$ cat src/rtl/joy_dir_arbiter.sv
// -----------------------------------------------------------------------------
// joy_dir_arbiter
//
// Filters raw joystick directions for PLAYERS joysticks. Every player uses the
// same runtime-selected mode:
//   mode 0 : 8-way passthrough
//   mode 1 : 4-way, last pressed direction wins
//   mode 2 : 4-way, first pressed direction wins
//   mode 3 : 2-way horizontal (up/down masked), last pressed wins
// Outputs are registered one-hot directions (raw bits in mode 0) plus a
// one-cycle change pulse per player.
//
// Optional feature macro: JOYDIR_HOLD_EN
//   When defined, a direction is held for hold_len ce ticks after full release.
//   When undefined, full release returns straight to idle; ce and hold_len are
//   unused.
//
// Ports
//   clk       system clock (clk_sys domain)
//   reset     synchronous, active-high reset
//   ce        tick enable for hold counters only
//   mode      arbitration mode (see above)
//   hold_len  hold duration in ce ticks (JOYDIR_HOLD_EN only)
//   indir     raw directions, player p at [4p+3:4p] = {up,down,left,right}
//   outdir    filtered directions, same packing
//   changed   per-player pulse when that player's outdir changes
// -----------------------------------------------------------------------------
module joy_dir_arbiter #(
  parameter int PLAYERS = 2,
  parameter int HOLD_W  = 8
) (
  input  logic                   clk,
  input  logic                   reset,
  input  logic                   ce,
  input  logic [1:0]             mode,
  input  logic [HOLD_W-1:0]      hold_len,
  input  logic [4*PLAYERS-1:0]   indir,
  output logic [4*PLAYERS-1:0]   outdir,
  output logic [PLAYERS-1:0]     changed
);

  typedef enum logic [1:0] {
    ST_IDLE = 2'd0,
    ST_LOCK = 2'd1,
    ST_HOLD = 2'd2
  } state_t;

  // Highest bit index wins: up > down > left > right.
  function automatic logic [1:0] highest(input logic [3:0] v);
    if (v[3])      return 2'd3;
    else if (v[2]) return 2'd2;
    else if (v[1]) return 2'd1;
    else           return 2'd0;
  endfunction

  function automatic logic [3:0] onehot(input logic [1:0] d);
    return 4'b0001 << d;
  endfunction

  logic [1:0] mode_q;
  logic       mode_chg;
  logic [3:0] eff_mask;

  // A mode switch restarts every player from idle in the same cycle.
  assign mode_chg = (mode != mode_q);
  assign eff_mask = (mode == 2'd3) ? 4'b0011 : 4'b1111;

  always_ff @(posedge clk) begin
    // NOTE: registers use non-blocking assignments so every flop samples the
    // pre-edge values, independent of statement order.
    if (reset) mode_q <= 2'd0;
    else       mode_q <= mode;
  end

`ifndef JOYDIR_HOLD_EN
  // Without the hold feature these inputs have no function.
  logic unused_hold;
  assign unused_hold = ^{ce, hold_len};
`endif

  for (genvar p = 0; p < PLAYERS; p++) begin : g_player
    logic [3:0] in1, in2;
    logic [3:0] eff, rise;
    logic [3:0] out_q, out_nxt;
    logic       chg_q;
    state_t     state, state_start, state_nxt;
    logic [1:0] dir, dir_nxt;
`ifdef JOYDIR_HOLD_EN
    logic [HOLD_W-1:0] cnt, cnt_start, cnt_nxt;
`endif

    // Shared release path: hold if enabled and non-zero length, else idle.
    always_comb begin
      // NOTE: every combinational output gets a default first so no path
      // leaves it unassigned, which would infer a latch.
      eff         = in1 & eff_mask;
      rise        = eff & ~(in2 & eff_mask);
      state_start = mode_chg ? ST_IDLE : state;
      state_nxt   = state_start;
      dir_nxt     = dir;
`ifdef JOYDIR_HOLD_EN
      cnt_start   = mode_chg ? '0 : cnt;
      cnt_nxt     = cnt_start;
`endif

      if (mode == 2'd0) begin
        state_nxt = ST_IDLE;
      end else if (mode != 2'd2 && rise != 4'b0000) begin
        // Last-wins: any new press takes over, whatever the state.
        state_nxt = ST_LOCK;
        dir_nxt   = highest(rise);
      end else begin
        case (state_start)
          ST_LOCK: begin
            if (eff[dir]) begin
              state_nxt = ST_LOCK;
            end else if (eff != 4'b0000) begin
              // Locked direction released while others are held: fall back.
              state_nxt = ST_LOCK;
              dir_nxt   = highest(eff);
            end else begin
`ifdef JOYDIR_HOLD_EN
              if (hold_len != '0) begin
                state_nxt = ST_HOLD;
                cnt_nxt   = hold_len;
              end else begin
                state_nxt = ST_IDLE;
              end
`else
              state_nxt = ST_IDLE;
`endif
            end
          end
`ifdef JOYDIR_HOLD_EN
          ST_HOLD: begin
            if (eff != 4'b0000) begin
              state_nxt = ST_LOCK;
              dir_nxt   = highest(eff);
            end else if (ce) begin
              // The tick that would bring the count to zero ends the hold.
              if (cnt_start <= HOLD_W'(1)) begin
                state_nxt = ST_IDLE;
                cnt_nxt   = '0;
              end else begin
                cnt_nxt = cnt_start - HOLD_W'(1);
              end
            end
          end
`endif
          default: begin
            if (eff != 4'b0000) begin
              state_nxt = ST_LOCK;
              dir_nxt   = highest(eff);
            end else begin
              state_nxt = ST_IDLE;
            end
          end
        endcase
      end

      if (mode == 2'd0)            out_nxt = in1;
      else if (state_nxt != ST_IDLE) out_nxt = onehot(dir_nxt);
      else                         out_nxt = 4'b0000;
    end

    always_ff @(posedge clk) begin
      if (reset) begin
        in1   <= 4'b0000;
        in2   <= 4'b0000;
        state <= ST_IDLE;
        dir   <= 2'd0;
        out_q <= 4'b0000;
        chg_q <= 1'b0;
`ifdef JOYDIR_HOLD_EN
        cnt   <= '0;
`endif
      end else begin
        in1   <= indir[4*p +: 4];
        in2   <= in1;
        state <= state_nxt;
        dir   <= dir_nxt;
        out_q <= out_nxt;
        chg_q <= (out_nxt != out_q);
`ifdef JOYDIR_HOLD_EN
        cnt   <= cnt_nxt;
`endif
      end
    end

    assign outdir[4*p +: 4] = out_q;
    assign changed[p]       = chg_q;
  end

endmodule

$ cat config.mk
export PLATFORM = sky130hd
export DESIGN_NAME = joy_dir_arbiter
export DESIGN_NICKNAME = d
export VERILOG_FILES = /design/src/rtl/joy_dir_arbiter.sv
export SDC_FILE = /design/constraint.sdc
export NUM_CORES = 1
export LEC_CHECK = 0
export BUFFER_PORTS_ARGS = -buffer_cell sky130_fd_sc_hd__buf_2
export CAP_MARGIN = 30
export CORE_MARGIN = 10
export CORE_UTILIZATION = 40
export DETAILED_ROUTE_END_ITERATION = 10
export GPL_ROUTABILITY_DRIVEN = 0
export SYNTH_ARGS = -nofsm -noshare
export SYNTH_HDL_FRONTEND = slang
export SYNTH_SLANG_ARGS = --single-unit
$ cat constraint.sdc
create_clock -name clk -period 2 [get_ports clk]
set_input_delay 0.1 -clock clk [delete_from_list [all_inputs] [get_ports clk]]
set_output_delay 0.1 -clock clk [all_outputs]
set_load 0.1 [all_outputs]
Word-level counts from Yosys, hierarchy flattened:

Index checks and enable logic that the tools add are counted.

* flip-flop bits (word level): 36
* input port bits: 21
* output and inout port bits: 10
* logic and storage cells: 84

* order comparisons: 2
* equal/unequal tests: 7
* shifts and indexed selects: 2
* muxes and demuxes: 43
* bitwise operators: 8
* reduce and logical (&&, ||, !) cells: 9

Operators by type and width (count)
* 2-to-1 mux 2 bit: 26
* bitwise AND 4 bit: 6
* 2-to-1 mux 4 bit: 5
* nonzero test 4 bit: 4
* 2-to-1 mux 1 bit: 10
* != test 4 bit: 2
* NOT 4 bit: 2
* << shifter 1 x 2 -> 4 bit, first input constant: 2
* < comparator 2 x 3 -> 1 bit, second input constant: 2
* binary-select mux 1 bit (select 2 bit): 2
* == test 2 x 1 -> 1 bit, second input constant: 2
* nonzero test 2 bit: 2
* == test 2 bit, second input constant: 1
* logical AND 1 bit: 2
* logical NOT 2 bit: 1
* != test 2 bit: 1
* != test 2 bit, second input constant: 1

Logic depth before layout (Yosys ltp):

* depth in word-level cells: 15
* mapped depth: 9
* mapped depth without buffers: 7

Least setup slack after synthesis:

Ideal clock, no wire load.

* path kind: register -> register
* from: register g_player[1].out_q[0]
* to: register g_player[1].chg_q
* setup time: 0.137 ns
* arrival time: 1.985 ns
* required time: 1.863 ns
* slack: -0.122 ns
* stages on the path, launching flop included: 8
* buffers on the path: 0
* clock period less this slack: 2.122 ns
* cell sequence: dfxtp_1 inv_1 a221oi_1 o21ai_0 o21a_1 o21ai_0 o2111a_1 a41oi_2

* cells in the longest elaborated chain, start to end: 1

RTL lines
* start, declared: RTL line 84 `logic [3:0] out_q, out_nxt;`
* start signal, assigned: RTL line 182 `out_q <= out_nxt;`
* != test 4 bit: RTL line 183 `chg_q <= (out_nxt != out_q);`
* end signal, assigned: RTL line 183
* end, declared: RTL line 85 `logic chg_q;`

Every way passes these cells.
A chain may end at the register's enable or synchronous reset.

Worst setup path after layout:

* from: register g_player[0].dir[0]
* to: register g_player[0].chg_q

* cells in the longest elaborated chain, start to end: 10
* elaborated cells on any way between the ends: 16
* classes of those cells: eq/ne (1); shift (1); mux (13); reduce/logical (1)

RTL lines
* start, declared: RTL line 87 `logic [1:0] dir, dir_nxt;`
* start signal, assigned: RTL line 181 `dir <= dir_nxt;`
* binary-select mux 1 bit (select 2 bit): RTL line 115 `if (eff[dir]) begin`
* 2-to-1 mux 1 bit (not written as such): RTL line 115
* 2-to-1 mux 2 bit / 2-to-1 mux 1 bit (equally long branches): RTL line 115
* 2-to-1 mux 2 bit: RTL line 113 `case (state_start)`
* 2-to-1 mux 2 bit: RTL line 108 `end else if (mode != 2'd2 && rise != 4'b0000) begin`
* 2-to-1 mux 2 bit: RTL line 106 `if (mode == 2'd0) begin`
* << shifter 1 x 2 -> 4 bit / nonzero test 2 bit (equally long branches): RTL line 57, 162
* 2-to-1 mux 4 bit *: RTL line 162 `else if (state_nxt != ST_IDLE) out_nxt = onehot(dir_nxt);`
* 2-to-1 mux 4 bit *: RTL line 161 `if (mode == 2'd0) out_nxt = in1;`
* != test 4 bit *: RTL line 183
* end signal, assigned: RTL line 183
* end, declared: RTL line 85

Mark *: on every way between the ends. The rest lies on a longest branch, timed or not. The select of a mux whose other input is x is not followed.

==> metrics.txt <==
CP Class reg -> reg; Reg clk slew, reported paths 0.08 ns; yosys warns 0; post-synthesis cell area around 1900 um2; max-slew violations 0; dominant cells by area after synthesis dfxtp_1, nor2b_1, nor2_1; chip width 89.5 um; sequential power share 38.0%; Hold EP g_player[1].in1[0]; Worst-Skew Late Latency 0.30 ns; Hold Crit Start indir[4]; crit path DAT 2.13 ns; # clock sinks 34; Synth area leader dfxtp_1; final antenna-violating net count 0; most common cell after layout, fill and taps aside nor2_1; Vias between 1500 and 2000; io pins 31; Setup crit start kind flop; vias in the first global route around 1700; mean post-synth cell area 8.60 um2; Synth Area in Compound Gates 32.2%; Worst R2R Start g_player[0].dir[0]; Rows 25; Avg WL per Cell 15.8 um; Cells after Synth approximately 230; IO Port Bufs 21; Critical Path RT 2.16 ns; final core occ 52.5%; vias per cell 5.78; part of the cycle the worst path needs 98.5%; Hold Path Depth 2; Final Setup Violations 0; deepest clock path buffer count 2; Initial Util 41.2%; layout cells sized above 1 34.3%; Hold Buf Count CTS 0; outcome complete, no violations; Switch Pwr 0.000704 W; Final TNS setup 0 ns; area delta synth->final 27.2%; Die Y 89.5 um; total track usage 12.9%; Finished Layout Cells ~320; R2R Setup Slk 0.03 ns; Synth Area in Adders 0%; H-Tree Depth 2; filler instances about 440; mux cell area share after synthesis 2.59%; clk root buf clkbuf_8; Post-Synth Simple-Gate Area between 20% and 30%; Int Power 0.00133 W; slew margin rel. 56.4%; global-route wire length before repair 8160 um; grt ovf 0; CORE AREA 4690 um2; Gate power share between 30 and 40%; fmax 508 MHz; largest net degree at the start of global routing 35; sequential area share after synthesis 35.2%; worst r2r dst g_player[0].chg_q; EDFF count, synth 0; Clk network pwr share about a third; Synth Net Count 246; Worst setup EP type flop; number of hold violations in the final report 0; die area 8020 um2; Num CTS Buffers 5; Yosys reg bits 34; antenna violations before repair 0; Most used DFF post-synth dfxtp_1; Inst Count DP 311; RSZ-0062 raised after global routing true; fin nets 288; CTS tree yes; TritonRoute pass-1 iters 4; power density cells roughly 830 nW/um2; ant diodes 0; Hold Path Class in -> reg; Max FO, Critical Path 4; Layout Skew 0.0155 ns; Synth top area share between 30% and 40%; VDD IR max around 0.47 mV; ys async rst share 0%; synth unique cells 62; Post-Synth XOR/XNOR Area 2.13%; largest family of logic cells by synthesized area compound AO/OA/AOI/OAI gates; switching share of power 34.6%; Leak Pwr 0.985 nW; FF-to-FF path depth 7; Post-DP HPWL 3510 um; total power just over 0.002 W; # DRC 0; Tmin final between 1.5 and 2 ns; leading cell types in the layout, fill and taps excluded nor2_1, dfxtp_1, buf_4; Slew @ Worst Pin 0.654 ns; max cap viols 0; 1st-iter DRT viols 83; Total Routed Length a little over 5000 um
-- metal layers --
| metal | GRT usage [%] | up-vias | share of wire [%] |
|---|---|---|---|
| met5 | 0 | - | 0 |
| met3 | 4.28 | 11 | 5.4 |
| met1 | 15.2 | 895 | 43 |
| met2 | 21.4 | 49 | 49 |
| met4 | 4.19 | 0 | 2.3 |
| li1 | - | 905 | - |
-- worst max-delay path, stage by stage, from the launching register on --
cell,delay [ns]
dfxtp_4,0.39
mux2i_2,0.25
o22ai_1,0.12
a222oi_1,0.47
o21ai_2,0.13
a22o_1,0.22
mux2i_1,0.17
a31oi_1,0.09
-- power groups by stage --
stage	logic (W)	registers, W	clock network, W
floorplan	0.000367	0.000858	0
global placement	0.000573	0.000781	0
detailed placement	0.000574	0.000782	0
CTS	0.000579	0.000768	0.000659
global route	0.000668	0.000780	0.000685
finish	0.000621	0.000773	0.000638
-- Yosys cell counts (3+ instances only) --
cell / n
nand2b_1: 8
mux2i_1: 5
nor2_1: 27
nand3_1: 3
a22oi_1: 5
dfxtp_1: 34
inv_1: 8
a21oi_1: 13
o211ai_1: 5
buf_4: 3
clkbuf_1: 4
o22ai_1: 5
nand2_1: 15
o21ai_0: 10
nor2b_1: 17
a31oi_1: 4
inv_2: 3
a2bb2oi_1: 3
-- registers in the layout, indices dropped and copies added (netlist names) --
| signal | cells |
|---|---|
| g_player.dir | 4 |
| g_player.in2 | 8 |
| g_player.out_q | 8 |
| g_player.state | 2 |
| g_player.in1 | 8 |
| g_player.chg_q | 2 |
| mode_q | 2 |
-- worst max path at each step --
stage / from / endpoint / slack (ns) / depth (start not counted)
2_1_floorplan: g_player[1].out_q[2] / g_player[1].chg_q / 0.08 / 6
3_3_place_gp: g_player[0].dir[0] / g_player[0].chg_q / 0.009 / 7
3_5_place_dp: g_player[0].dir[0] / g_player[0].chg_q / -0.004 / 7
4_1_cts: g_player[1].in1[0] / g_player[1].chg_q / 0.005 / 7
5_1_grt: g_player[1].in1[3] / g_player[1].chg_q / -0.05 / 8
6_report: g_player[0].dir[0] / g_player[0].chg_q / 0.03 / 7
-- cell families (layout without fill, tap and decap cells) --
| family | count (synthesis) | after routing |
|---|---|---|
| AND/OR/NAND/NOR | 84 | 84 |
| AO/OA/AOI/OAI | 79 | 79 |
| flip-flops | 34 | 34 |
| buffers and inverters | 20 | 63 |
| multiplexers | 5 | 5 |
| XOR/XNOR | 3 | 3 |
-- cell type report --
class	count	area, um2	area share (%)
clock inverter	2	37.5	1.53
inverter	11	41.3	1.68
timing repair buffer	44	278	11.3
clock buffer	6	72.6	2.95
sequential	34	699	28.4
tap	54	67.6	2.75
multi-input combinational	171	1260	51.4
-- repair_timing --
| item | CTS | global route |
|---|---|---|
| pin swaps | 1 | 15 |
| buffers inserted | 0 | 3 |
| hold endpoints to repair | 0 | 0 |
| endpoints found under the setup margin | 2 | 5 |
| resized for setup | 5 | 26 |
-- metrics by stage --
stage / setup WS, ns / instance area (um2) / hold slack, ns
2_1_floorplan: 0.0753 / 1940 / 0.172
3_3_place_gp: 0.00880 / 2210 / 0.310
3_5_place_dp: -0.00431 / 2210 / 0.312
4_1_cts: 0.00479 / 2330 / 0.00291
5_1_grt: -0.0458 / 2460 / 0.0119
6_report: 0.0307 / 2460 / 0.0155
No activity file was read; power rests on OpenSTA's default activity.
